## src/rtl/cache_pkg.sv

```systemverilog
// Shared cache-side definitions: fill FSM states, block geometry and target-cache encodings.
// Both cache models and the fill arbiter import this package.
package cache_pkg;

  typedef enum logic [1:0] {
    ST_IDLE = 2'd0,
    ST_FILL = 2'd1,
    ST_DONE = 2'd2
  } fill_state_e;

  localparam int BLOCK_WORDS = 8;
  localparam int OFFSET_BITS = 4;
  localparam int ADDR_BITS   = 16;
  localparam int BLOCK_BITS  = ADDR_BITS - OFFSET_BITS;

  localparam logic SEL_I = 1'b0;
  localparam logic SEL_D = 1'b1;

endpackage

```

## src/rtl/fill_addr_gen.sv

```systemverilog
// Issue side of a block fill: counts the word reads sent to memory and forms their byte addresses.
// The block address is fixed for the whole fill; only the 3-bit word index advances.
module fill_addr_gen
  import cache_pkg::*;
#(
  parameter int WORDS = BLOCK_WORDS
) (
  input  logic                  clk,
  input  logic                  rst,
  input  logic                  start,
  input  logic                  active,
  input  logic [BLOCK_BITS-1:0] block,
  output logic                  rd_en,
  output logic [ADDR_BITS-1:0]  rd_addr
);

  logic [3:0] issue_cnt_q;
  logic [3:0] issue_cnt_d;

  assign rd_en = active && (issue_cnt_q < 4'(WORDS));

  always_comb begin
    issue_cnt_d = issue_cnt_q;
    if (start) begin
      issue_cnt_d = '0;
    end else if (rd_en) begin
      issue_cnt_d = issue_cnt_q + 4'd1;
    end
  end

  always_ff @(posedge clk or posedge rst) begin
    if (rst) begin
      issue_cnt_q <= '0;
    end else begin
      issue_cnt_q <= issue_cnt_d;
    end
  end

  // Address is held at zero between reads so the shared bus stays quiet.
  assign rd_addr = rd_en ? {block, issue_cnt_q[2:0], 1'b0} : '0;

endmodule

```

## src/rtl/cache_fill_arbiter.sv

```systemverilog
// Shares the main-memory port between I-cache and D-cache miss fills and D-side write-through stores.
// Stores win in IDLE and complete in the cycle they are seen; misses run an 8-word pipelined block fill.
module cache_fill_arbiter
  import cache_pkg::*;
#(
  parameter int MEM_LAT = 4,
  parameter int WORDS   = 8
) (
  input  logic        clk,
  input  logic        rst,
  input  logic        i_miss,
  input  logic [15:0] i_addr,
  input  logic        d_miss,
  input  logic [15:0] d_addr,
  input  logic        d_wr,
  input  logic [15:0] d_wr_addr,
  input  logic [15:0] d_wr_data,
  output logic        d_wr_ack,
  output logic        mem_en,
  output logic        mem_wr,
  output logic [15:0] mem_addr,
  output logic [15:0] mem_wdata,
  input  logic [15:0] mem_rdata,
  input  logic        mem_rvalid,
  output logic        fill_sel,
  output logic        fill_we,
  output logic [2:0]  fill_word,
  output logic [15:0] fill_data,
  output logic        fill_tag_we,
  output logic        i_done,
  output logic        d_done
);

  fill_state_e           state_q;
  logic                  sel_q;
  logic [BLOCK_BITS-1:0] block_q;
  logic [2:0]            recv_cnt_q;

  logic                  grant_sel_d;
  logic [BLOCK_BITS-1:0] grant_block_d;

  logic                  in_idle;
  logic                  in_fill;
  logic                  in_done;
  logic                  store_go;
  logic                  grant;
  logic                  rx;
  logic                  last_word;
  logic                  rd_en;
  logic [ADDR_BITS-1:0]  rd_addr;
  logic                  rd_pipe_q [MEM_LAT];
  logic                  unused_addr_lsbs;

  assign in_idle = (state_q == ST_IDLE);
  assign in_fill = (state_q == ST_FILL);
  assign in_done = (state_q == ST_DONE);

  // A store is only visible outside reset so every output reads 0 while rst is held.
  assign store_go = in_idle && d_wr && !rst;
  assign grant    = in_idle && !d_wr && (d_miss || i_miss);

  assign grant_sel_d   = d_miss ? SEL_D : SEL_I;
  assign grant_block_d = d_miss ? d_addr[15:OFFSET_BITS] : i_addr[15:OFFSET_BITS];
  assign unused_addr_lsbs = ^{i_addr[OFFSET_BITS-1:0], d_addr[OFFSET_BITS-1:0]};

  fill_addr_gen #(
    .WORDS (WORDS)
  ) u_addr_gen (
    .clk     (clk),
    .rst     (rst),
    .start   (grant),
    .active  (in_fill),
    .block   (block_q),
    .rd_en   (rd_en),
    .rd_addr (rd_addr)
  );

  // Tracks which cycles carry a word we actually asked for; words from reads issued
  // before a reset never line up with a set bit and are dropped.
  for (genvar gi = 0; gi < MEM_LAT; gi++) begin : g_rd_pipe
    if (gi == 0) begin : g_head
      always_ff @(posedge clk or posedge rst) begin
        if (rst) begin
          rd_pipe_q[gi] <= 1'b0;
        end else begin
          rd_pipe_q[gi] <= rd_en;
        end
      end
    end else begin : g_tail
      always_ff @(posedge clk or posedge rst) begin
        if (rst) begin
          rd_pipe_q[gi] <= 1'b0;
        end else begin
          rd_pipe_q[gi] <= rd_pipe_q[gi-1];
        end
      end
    end
  end

  assign rx        = in_fill && mem_rvalid && rd_pipe_q[MEM_LAT-1];
  assign last_word = rx && (recv_cnt_q == 3'(WORDS - 1));

  always_ff @(posedge clk or posedge rst) begin
    if (rst) begin
      state_q    <= ST_IDLE;
      sel_q      <= SEL_I;
      block_q    <= '0;
      recv_cnt_q <= '0;
    end else begin
      case (state_q)
        ST_IDLE: begin
          if (grant) begin
            sel_q      <= grant_sel_d;
            block_q    <= grant_block_d;
            recv_cnt_q <= '0;
            state_q    <= ST_FILL;
          end
        end
        ST_FILL: begin
          if (rx) begin
            recv_cnt_q <= recv_cnt_q + 3'd1;
          end
          if (last_word) begin
            state_q <= ST_DONE;
          end
        end
        ST_DONE: begin
          state_q <= ST_IDLE;
        end
        default: begin
          state_q <= ST_IDLE;
        end
      endcase
    end
  end

  assign d_wr_ack  = store_go;
  assign mem_en    = store_go || rd_en;
  assign mem_wr    = store_go;
  assign mem_addr  = store_go ? d_wr_addr : rd_addr;
  assign mem_wdata = store_go ? d_wr_data : '0;

  assign fill_sel    = !in_idle && sel_q;
  assign fill_we     = rx;
  assign fill_word   = rx ? recv_cnt_q : '0;
  assign fill_data   = rx ? mem_rdata : '0;
  assign fill_tag_we = last_word;
  assign i_done      = in_done && (sel_q == SEL_I);
  assign d_done      = in_done && (sel_q == SEL_D);

endmodule

```

## config.mk

```make
export PLATFORM = sky130hd
export DESIGN_NAME = cache_fill_arbiter
export DESIGN_NICKNAME = d
export VERILOG_FILES = /design/src/rtl/cache_pkg.sv /design/src/rtl/fill_addr_gen.sv /design/src/rtl/cache_fill_arbiter.sv
export SDC_FILE = /design/constraint.sdc
export NUM_CORES = 1
export LEC_CHECK = 0
export BUFFER_PORTS_ARGS = -buffer_cell sky130_fd_sc_hd__clkbuf_2
export CAP_MARGIN = 20
export CORE_ASPECT_RATIO = 1.1
export CORE_MARGIN = 2
export CORE_UTILIZATION = 25
export CTS_CLUSTER_SIZE = 30
export DETAILED_ROUTE_END_ITERATION = 7
export PLACE_DENSITY = 0.57
export SYNTH_ARGS = -nofsm -noshare
export SYNTH_HDL_FRONTEND = slang
export SYNTH_SLANG_ARGS = --single-unit
```

## constraint.sdc

```tcl
create_clock -name clk -period 2.8 [get_ports clk]
set_clock_uncertainty 0.2 [all_clocks]
set_input_delay 0.56 -clock clk [delete_from_list [all_inputs] [get_ports clk]]
set_output_delay 0.56 -clock clk [all_outputs]
set_load 0.03 [all_outputs]
```

* Yosys cells after proc, flatten, opt, wreduce, memory -nomap -nowiden
Cells that the tools add are included.
** Storage, ports and cells
- Input port bits :: 86
- Output and inout bits :: 59
- Word-level logic and storage cells :: 56
- Bits in registers :: 26
** Cells by class
- $lt $le $gt $ge :: 1
- Eq/ne operators :: 6
- $add $sub $neg :: 2
- Bitwise logic cells :: 1
- Muxes and demuxes :: 15
- Reductions and logical operators :: 22
** Operator list (number)
- two-way mux 16 bit :: 4
- two-way mux 12 bit :: 1
- logical AND 1 bit :: 11
- two-way mux 3 bit :: 3
- two-way mux 4 bit :: 2
- case mux 3 bit (2 select lines) :: 1
- adder 4 x 1 -> 4 bit (second input constant) :: 1
- < comparator 4 bit (second input constant) :: 1
- two-way mux 2 bit :: 2
- inequality test 2 x 1 -> 1 bit (second input constant) :: 2
- case mux 2 bit (2 select lines) :: 1
- AND reduction 2 bit :: 2
- nonzero test 2 bit :: 2
- adder 3 x 1 -> 3 bit (second input constant) :: 1
- == test 3 bit (second input constant) :: 1
- logical NOT 1 bit :: 3
- AND reduction 3 bit :: 1
- == test 2 x 1 -> 1 bit (second input constant) :: 1
- == test 2 bit (second input constant) :: 1
- logical NOT 2 bit :: 1
- logical OR 1 bit :: 2
- inequality test 2 bit (second input constant) :: 1
- two-way mux 1 bit :: 1
- inverter 1 bit :: 1

* Logic depth before layout (Yosys ltp)
Gate-level depths: netlist of the first run.
- Word-level depth :: 6
- Gate-level depth with buffers :: 7
- Mapped depth without buffers :: 4

* By module
Synthesis of the first run repeated with hierarchy kept, for this count alone.
** Second synthesis, totals
- Cell total of the unflattened synthesis :: 168
- Area total of the unflattened synthesis :: 1815.5 um^2
** By module, submodules not included
- cache_fill_arbiter :: sequential area each 550.5 um^2, area each 1498.9 um^2, times used 1, cells an instance 133
- fill_addr_gen :: sequential area each 100.1 um^2, area each 316.6 um^2, times used 1, cells an instance 35

* Worst setup path before layout of the first run
OpenSTA, ideal clock, no wires.
- Path kind :: input port to output port
- Start :: input port rst
- End :: output port mem_addr[10]
- Path buffers :: 2
- Data required time :: 2040 ps
- Data arrival time :: 1868 ps
- Stages :: 6
- Slack :: 172 ps
- Cells stage by stage :: or4b_4 buf_6 clkinv_4 buf_6 nand2_1 a21oi_1
** On the way
- Longest elaborated chain between the ends :: 3
** RTL lines
- from (decl) :: line cache_fill_arbiter.sv:10 : input logic rst,
- logical NOT 1 bit (no source line)
- logical AND 1 bit :: line cache_fill_arbiter.sv:59 : assign store_go = in_idle && d_wr && !rst;
- two-way mux 16 bit :: line cache_fill_arbiter.sv:140 : assign mem_addr = store_go ? d_wr_addr : rd_addr;
- to (decl) :: line cache_fill_arbiter.sv:21 : output logic [15:0] mem_addr,
No other way between the ends.

* Final worst setup path of the first run
- Start :: register state_q[1]
- End :: output port mem_addr[11]
** On the way
- Longest elaborated chain between the ends :: 4
- Elaborated cells on any way between the ends :: 7
- Those cells by class :: eq/ne (1); mux (2); reduce/logical (4)
** RTL lines
- from (decl) :: line cache_fill_arbiter.sv:34 : fill_state_e state_q;
- from (signal assigned) :: line cache_fill_arbiter.sv:105 : state_q <= ST_IDLE;
- from (signal assigned) :: line cache_fill_arbiter.sv:116 : state_q <= ST_FILL;
- from (signal assigned) :: line cache_fill_arbiter.sv:124 : state_q <= ST_DONE;
- == test 2 x 1 -> 1 bit or logical NOT 2 bit (tied branches) :: line cache_fill_arbiter.sv:55, cache_fill_arbiter.sv:54
- logical AND 1 bit, on equally long branches :: line fill_addr_gen.sv:20, cache_fill_arbiter.sv:59
- two-way mux 16 bit or logical AND 1 bit (tied branches) :: line fill_addr_gen.sv:40, cache_fill_arbiter.sv:59
- two-way mux 16 bit * :: line cache_fill_arbiter.sv:140
Every way passes the cells marked *; elsewhere a longest branch is shown, timed or not.

==> reports/metrics.yaml, run 1 <==
status: "finished, final reports clean"
synth_xor_area_share_pct: 1.02
highest_layer: "met4"
cp_slowest_cell: "or4b_4"
worstPathCellList: "or4b_4, clkinv_8, nand2_1, a21oi_1, clkbuf_2"
netlist_area_sq_mm: 0.00172
antenna_cells: 0
clk_pin_slew_ns: 0.09
final-setup-viol-count: 0
wl_met2_mm: 2.34
endpoint_kind: "output pin"
die_w_um: 83.0
htreeDepth: 1
io_buffers: 136
synth_cells: 183
yosysSeqAreaShare_pct: 37.9
synth_compound_area_share_pct: 7.51
synth_mux_area_share_pct: 17.0
synth_simple_gate_area_share_pct: 27.3
crit_fanout: 34
final_common_cell: "clkbuf_2"
fp.dieH_um: 90.9
fin_crit_sh_pct: 95.5
synthAdderAreaFrac_pct: 2.19
yosysWarnings: 0
cp-start-kind: "flop"
worstSkewPairLatency_ns: 0.27
io_pins: 145
p_total_mw: 2.31
min_period_ns: 2.67
netlist_top_cells_area: "dfrtp_1 38%, mux2_2 16%, and2_1 13%"
first_pass_iters: 4
drc: 0
clock_sinks: 26
die_area_sq_mm: 0.00755
powerDensity_mw_per_mm2: 905
wl_met3_um: 290
overflow: 0
path_delay_family: "simple AND/OR/NAND/NOR gates"
cts_setup_buffers: 0
whs_ns: 0.0263
yosysTopAreaCell: "dfrtp_1"
rsz0062_at_grt: "false"
postCtsHoldBufs: 0
fmax_mhz: 374
vias: 1738
cts_tree: "yes"
synth_top_family_by_area: "simple AND/OR/NAND/NOR gates"
finalHoldViolCount: 0
max_stage_delay_ns: 0.59
ctsResizeCount: 1
core_area_sq_mm: 0.00663
place.gp.congestion: 0.772
clockRootBuffer: "clkbuf_8"
rows: 31
crit_required_ns: 2.04
relSlewSlack_pct: 59.2
synthToLayoutAreaGrowth_pct: 48.5
max_cap_violations: 0
tightestPinTransition_ns: 0.612
grt_pass1_vias: 1681
nets: 405
post-dp-hpwl_mm: 3.63
drt_iter0_drc: 52
dp_slack_ns: 0.0287
synth_edf_count: 0
avgRoutedWirePerCell_um: 11.5
ir_worst_vdd_v: 0.000353
met1Wirelength_mm: 1.92
antenna_left: 0
ys_types: 31
setup_tns_ns: 0
cts_buffer_depth: 2
fin_ws_ns: 0.126
vias_per_cell: 4.38
grt_max_degree: 35
cts_buffers: 3
start_util_pct: 25.9
synth_top_area_share_pct: 37.9
drive_gt1_share_pct: 56.5
fin_util_pct: 38.4
maxSlewViolCount: 0
syn_area_per_cell_sq_um: 9.38
syn_nets: 272
critPathKind: "flop to output pin"
synth-seq-cells: 26
leakagePower_nw: 1.39
async_flop_share_pct: 100
totalWireLength_mm: 4.58
final_cell_mix: "135 x clkbuf_2, 36 x and2_1, 30 x nand2_1"
track_usage_pct: 11.9
critPathArrivalTime_ns: 1.91
hold_path.class: "input port to asynchronous set/reset pin"
critical_path.n_buffers_inverters: 2
antenna_found_initial: 0
grt_pass1_wl_mm: 7.64
synthFlopType: "dfrtp_1"
-- cell type report --
class                      count  area, sq um
multi-input combinational    137          956
clock buffer                   3         41.3
inverter                       6         38.8
timing repair buffer         142          728
sequential                    26          652
tap                           82          103
clock inverter                 1         30.0
fill                         693         4080
-- stage by stage --
step                      cell area (sq um)  cells
after CTS                              2530    397
final                                  2550    397
after global placement                 2460    393
after global routing                   2550    397
after floorplan                        1720    183
after detailed placement               2460    393
-- where the power goes --
group	leakage, nW	internal [mW]	switching (mW)
logic	1.04	0.493	0.834
clock network	0.0357	0.191	0.116
registers	0.312	0.556	0.117
-- worst register-to-register path, delay by kind of cell, from the launching register on --
kind                   cells  cell delay, ns
and+or+nand+nor            1            0.25
muxes                      1            0.39
DFF                        1            0.46
buffers and inverters      2            0.48
-- per-layer routing --
metal,vias to the layer above,global-route usage [%]
met1,792,14.8
met4,0,2.87
li1,875,-
met5,-,0
met3,2,2.10
met2,69,21.3
-- flip-flops by register name (all words and copies together), names as in the netlist --
signal                  cells
u_addr_gen.issue_cnt_q      4
recv_cnt_q                  3
rd_pipe_q                   4
block_q                    12
state_q                     2
sel_q                       1
-- kinds of logic (layout without fill, tap and decap cells) --
| family | count (synthesis) | in the layout |
|---|---|---|
| muxes | 26 | 26 |
| buffers and inverters | 20 | 152 |
| AOI/OAI and AO/OA | 22 | 22 |
| adders and majority gates | 3 | 3 |
| and+or+nand+nor | 84 | 84 |
| xor gates and xnor gates | 2 | 2 |
| DFF | 26 | 26 |
-- cell usage after synthesis (all sizes together), types with 2 or more instances --
library cell,instances
nand2,30
xnor2,2
mux2,25
o21ai,3
buf,10
a22o,2
nor2b,2
nor2,5
and2,36
clkbuf,4
nor3b,3
inv,5
a21oi,13
dfrtp,26
ha,3
nand3,2
-- worst paths after layout --
path                              startpoint            to  slack [ns]  cells past startpoint
max in group asynchronous                rst    state_q[0]        1.81                      3
worst max register to register    state_q[0]    block_q[7]        0.91                      4
worst min register to register  rd_pipe_q[1]  rd_pipe_q[0]        0.15                      0
worst max-delay path              state_q[1]  mem_addr[11]        0.13                      5
worst min-delay path                     rst         sel_q        0.03                      2
min in group clk                rd_pipe_q[1]  rd_pipe_q[0]        0.15                      0
Power figures use the tool's default switching activity.
==> inputs of run 2 (changes only) <==
--- a/config.mk
+++ b/config.mk
@@ -9,10 +9,10 @@
 export CAP_MARGIN = 20
 export CORE_ASPECT_RATIO = 1.1
 export CORE_MARGIN = 2
-export CORE_UTILIZATION = 25
+export CORE_UTILIZATION = 39
 export CTS_CLUSTER_SIZE = 30
 export DETAILED_ROUTE_END_ITERATION = 7
-export PLACE_DENSITY = 0.57
+export PLACE_DENSITY = 0.82
 export SYNTH_ARGS = -nofsm -noshare
 export SYNTH_HDL_FRONTEND = slang
 export SYNTH_SLANG_ARGS = --single-unit
==> run 2 against run 1 <==
Global-route usage rose by 6.1 points. Non-clock buffer count did not move. Utilization rose by 20 points. Via count fell by 0.75%. Critical endpoint unchanged.
==> reports/metrics.yaml, run 2 (synthesis results as in run 1) <==
status: "finished, final reports clean"
tightestPinTransition_ns: 0.572  # -0.0397 ns
antenna_cells: 0  # unchanged
final_common_cell: "clkbuf_2"
fmax_mhz: 369  # -1.3%
place.gp.congestion: 0.789  # +2.2%
ir_worst_vdd_v: 0.000591  # +67%
drc: 0  # unchanged
cts_buffer_depth: 2  # unchanged
cts_buffers: 3  # unchanged
htreeDepth: 1  # unchanged
clockRootBuffer: "clkbuf_8"
wl_met2_mm: 2.37  # +1.4%
fin_crit_sh_pct: 96.7  # +1.2 points
endpoint_kind: "output pin"
clk_pin_slew_ns: 0.08  # about the same
synthToLayoutAreaGrowth_pct: 45.3
io_pins: 145  # unchanged
min_period_ns: 2.71  # +0.0344 ns
crit_fanout: 34  # unchanged
setup_tns_ns: 0  # unchanged
crit_required_ns: 2.04  # about the same
powerDensity_mw_per_mm2: 895  # -1.2%
p_total_mw: 2.23  # -3.2%
max_cap_violations: 0  # unchanged
grt_pass1_wl_mm: 6.94  # -9.1%
core_area_sq_mm: 0.00425  # -36%
drive_gt1_share_pct: 55.6  # -0.95 points
clock_sinks: 26  # unchanged
critPathKind: "flop to output pin"
hold_path.class: "flop to flop"
first_pass_iters: 4  # unchanged
cts_tree: "yes"
fill_cells: 382  # -45%
die_area_sq_mm: 0.00495  # -34%
vias_per_cell: 4.67  # +6.8%
antenna_left: 0  # unchanged
fin_util_pct: 58.6  # +20 points
drt_iter0_drc: 33  # -37%
instances_no_fill: 369  # -7.1%
avgRoutedWirePerCell_um: 11.9  # +3.1%
die_w_um: 67.3  # -19%
final_cell_mix: "132 x clkbuf_2, 36 x and2_1, 30 x nand2_1"
largest_reg_flops: 12  # unchanged
nets: 405  # unchanged
top_regs: "block_q (12), rd_pipe_q (4), u_addr_gen.issue_cnt_q (4)"
worstSkewPairLatency_ns: 0.26  # about the same
cp-start-kind: "flop"
leakagePower_nw: 1.39  # +0.18%
vias: 1725  # -0.75%
cts_setup_buffers: 0  # unchanged
met1Wirelength_mm: 1.69  # -12%
maxSlewViolCount: 0  # unchanged
fp.dieH_um: 73.6  # -19%
finalHoldViolCount: 0  # unchanged
post-dp-hpwl_mm: 3.60  # -0.96%
totalWireLength_mm: 4.39  # -4.1%
relSlewSlack_pct: 61.9  # +2.7 points
final-setup-viol-count: 0  # unchanged
critPathArrivalTime_ns: 1.95  # +0.04 ns
wl_met3_um: 295  # +1.7%
grt_pass1_vias: 1622  # -3.5%
overflow: 0  # unchanged
highest_layer: "met4"
start_util_pct: 40.4  # +14 points
track_usage_pct: 18.0  # +6.1 points
rsz0062_at_grt: "false"
rows: 25  # -19%
io_buffers: 136  # unchanged
grt_max_degree: 35  # unchanged
dp_cells: 364  # -7.4%
largest-register: "block_q"
antenna_found_initial: 0  # unchanged
[run 2: stage by stage]
step | hold slack, ns | area, sq um | setup slack [ns]
after floorplan | 0.131 | 1720 | 0.172
after global placement | 0.133 | 2420 | 0.0994
after detailed placement | 0.137 | 2420 | 0.102
after CTS | 0.155 | 2480 | 0.0232
after global routing | 0.168 | 2490 | 0.00354
final | 0.155 | 2490 | 0.0919
[run 2: timing repair]
action / 4_1_cts / 5_1_grt
hold buffers: 1 / 0
endpoints found under the setup margin: 0 / 14
endpoints found under the hold margin: 1 / 0
resized for setup: 0 / 8
[run 2: cell type report]
type	count	area (sq um)	area share, %
timing repair buffer	142	731	29.3
multi-input combinational	137	956	38.3
inverter	6	35.0	1.40
tap	54	67.6	2.71
sequential	26	651	26.1
clock buffer	4	55.1	2.21
[run 2: path summary, 6_finish.rpt]
check                      cells after the start  slack, ns            to         start
setup / recovery                               5       0.09  mem_addr[11]    state_q[0]
hold / removal                                 0       0.15  rd_pipe_q[1]  rd_pipe_q[2]
setup reg to reg                               4       0.91    block_q[2]    state_q[0]
hold reg to reg                                0       0.15  rd_pipe_q[1]  rd_pipe_q[2]
max in group asynchronous                      4       1.42  rd_pipe_q[1]           rst
min in group asynchronous                      3       0.50         sel_q           rst
[run 2: where the power goes]
part,switching [mW],internal (mW)
combinational,0.837,0.488
sequential,0.121,0.555
clock,0.106,0.125
total,1.06,1.17
[run 2: worst max-delay path, stage by stage (launching register included)]
cell	delay, ns
dfrtp_1	0.46
or4b_4	0.62
clkinv_8	0.14
nand2_1	0.08
a21oi_1	0.14
clkbuf_2	0.24
[run 2: routing by layer]
layer	track usage, %	vias to the layer above
li1	-	867
met1	20.9	790
met2	33.7	66
met3	2.91	2
met4	4.99	0
met5	0	-
==> inputs of run 3 (changes only) <==
--- a/config.mk
+++ b/config.mk
@@ -7,7 +7,7 @@
 export LEC_CHECK = 0
 export BUFFER_PORTS_ARGS = -buffer_cell sky130_fd_sc_hd__clkbuf_2
 export CAP_MARGIN = 20
-export CORE_ASPECT_RATIO = 1.1
+export CORE_ASPECT_RATIO = 1.4
 export CORE_MARGIN = 2
 export CORE_UTILIZATION = 39
 export CTS_CLUSTER_SIZE = 30
==> run 3 against run 2 <==
Flip-flop and latch count did not move. Die area rose by 0.14%. Critical path depth unchanged. Setup slack improved by 0.029 ns. Highest routed layer unchanged. Final cell count is 1.9% higher.
==> reports/metrics.yaml, run 3 (synthesis results as in run 1) <==
status: "finished, final reports clean"
antenna_left: 0  # unchanged
vias: 1718  # -0.41%
critPathKind: "flop to output pin"
htreeDepth: 1  # unchanged
dp_slack_ns: 0.0470  # -0.0554 ns
synthToLayoutAreaGrowth_pct: 46.6
final-setup-viol-count: 0  # unchanged
clockRootBuffer: "clkbuf_8"
r2r_start: "state_q[0]"
worstSkewPairLatency_ns: 0.27  # about the same
antenna_cells: 0  # unchanged
crit_start: "state_q[0]"
die_w_um: 60.1  # -11%
min_period_ns: 2.68  # -0.0294 ns
drt_iter0_drc: 34  # +3.0%
fin_ws_ns: 0.121  # +0.0294 ns
start_util_pct: 40.5  # +0.14 points
cts_buffer_depth: 2  # unchanged
drive_gt1_share_pct: 56.0  # +0.46 points
rsz0062_at_grt: "false"
clk_pin_slew_ns: 0.09  # about the same
whs_ns: 0.155  # +0.000525 ns
postCtsHoldBufs: 0  # -1
relSlewSlack_pct: 46.0  # -16 points
fin_crit_sh_pct: 95.7  # -1.1 points
top_regs: "block_q (12), rd_pipe_q (4), u_addr_gen.issue_cnt_q (4)"
crit_fanout: 34  # unchanged
largest_reg_flops: 12  # unchanged
nets: 406  # +0.25%
final_cell_mix: "136 x clkbuf_2, 36 x and2_1, 30 x nand2_1"
critPathArrivalTime_ns: 1.92  # -0.03 ns
dp_cells: 372  # +2.2%
drc: 0  # unchanged
largest-register: "block_q"
place.gp.congestion: 0.769  # -2.5%
ir_worst_vdd_v: 0.000512  # -13%
powerDensity_mw_per_mm2: 912  # +1.9%
vias_per_cell: 4.57  # -2.3%
hold_path.class: "flop to flop"
clock_sinks: 26  # unchanged
holdCritStartpoint: "rd_pipe_q[1]"
grt_pass1_vias: 1624  # +0.12%
final_common_cell: "clkbuf_2"
grt_max_degree: 35  # unchanged
finalHoldViolCount: 0  # unchanged
tightestPinTransition_ns: 0.810  # +0.238 ns
io_buffers: 136  # unchanged
core_area_sq_mm: 0.00424  # -0.35%
die_area_sq_mm: 0.00496  # +0.14%
avgRoutedWirePerCell_um: 11.8  # -0.45%
fmax_mhz: 373  # +1.1%
endpoint_kind: "output pin"
leakagePower_nw: 1.40  # +0.75%
cts_tree: "yes"
overflow: 0  # unchanged
totalWireLength_mm: 4.45  # +1.4%
post-dp-hpwl_mm: 3.68  # +2.2%
fp.dieH_um: 82.5  # +12%
rows: 28  # +12%
first_pass_iters: 4  # unchanged
track_usage_pct: 18.2  # +0.21 points
grt_pass1_wl_mm: 6.91  # -0.40%
io_pins: 145  # unchanged
cp-start-kind: "flop"
hold_path_depth: 0  # unchanged
antenna_found_initial: 0  # unchanged
setup_tns_ns: 0  # unchanged
instances_no_fill: 376  # +1.9%
r2r.worst_path.cells: 4  # unchanged
cts_buffers: 3  # unchanged
maxSlewViolCount: 0  # unchanged
crit_required_ns: 2.04  # about the same
max_cap_violations: 0  # unchanged
run 3: repair_timing:
item | CTS | global route
setup buffers | 0 | 0
setup endpoints to repair | 14 | 5
gates resized for setup | 1 | 1
run 3: cell type report:
type,count,area [sq um]
fill,403,1720
multi-input combinational,137,956
timing repair buffer,143,733
sequential,26,651
tap,60,75.1
clock buffer,3,41.3
clock inverter,1,30.0
inverter,6,30.0
run 3: layer usage:
layer  part of all wire, %  vias up  global-route usage (%)
met2                    55       74                    35.9
met4                  0.56        0                    5.56
met5                     0        -                       0
met3                   6.6        2                    2.49
met1                    37      773                    19.3
li1                      -      869                       -
run 3: worst paths after layout:
check,end,slack [ns]
hold / removal,rd_pipe_q[0],0.16
hold reg to reg,rd_pipe_q[0],0.16
min in group asynchronous,u_addr_gen.issue_cnt_q[3],0.25
max in group asynchronous,rd_pipe_q[0],1.56
setup reg to reg,block_q[11],0.98
setup / recovery,mem_addr[6],0.12
run 3: report_power, final:
group,switching [mW],total (mW),internal (mW)
combinational,0.823,1.32,0.492
clock,0.118,0.309,0.191
sequential,0.116,0.670,0.555
total,1.06,2.29,1.24
run 3: through the flow:
stage | util, % | power, mW | instance area, sq um
after floorplan | - | 1.63 | 1720
after global placement | 57.5 | 1.97 | 2440
after detailed placement | 57.5 | 2.01 | 2440
after CTS | 59.3 | 2.33 | 2510
after global routing | 59.4 | 2.47 | 2520
final | 59.4 | 2.29 | 2520
run 3: critical path: stages, from the launching register on:
cell,delay (ns)
dfrtp_1,0.44
or4b_4,0.60
inv_8,0.17
nand2_1,0.08
a21oi_1,0.12
clkbuf_2,0.22
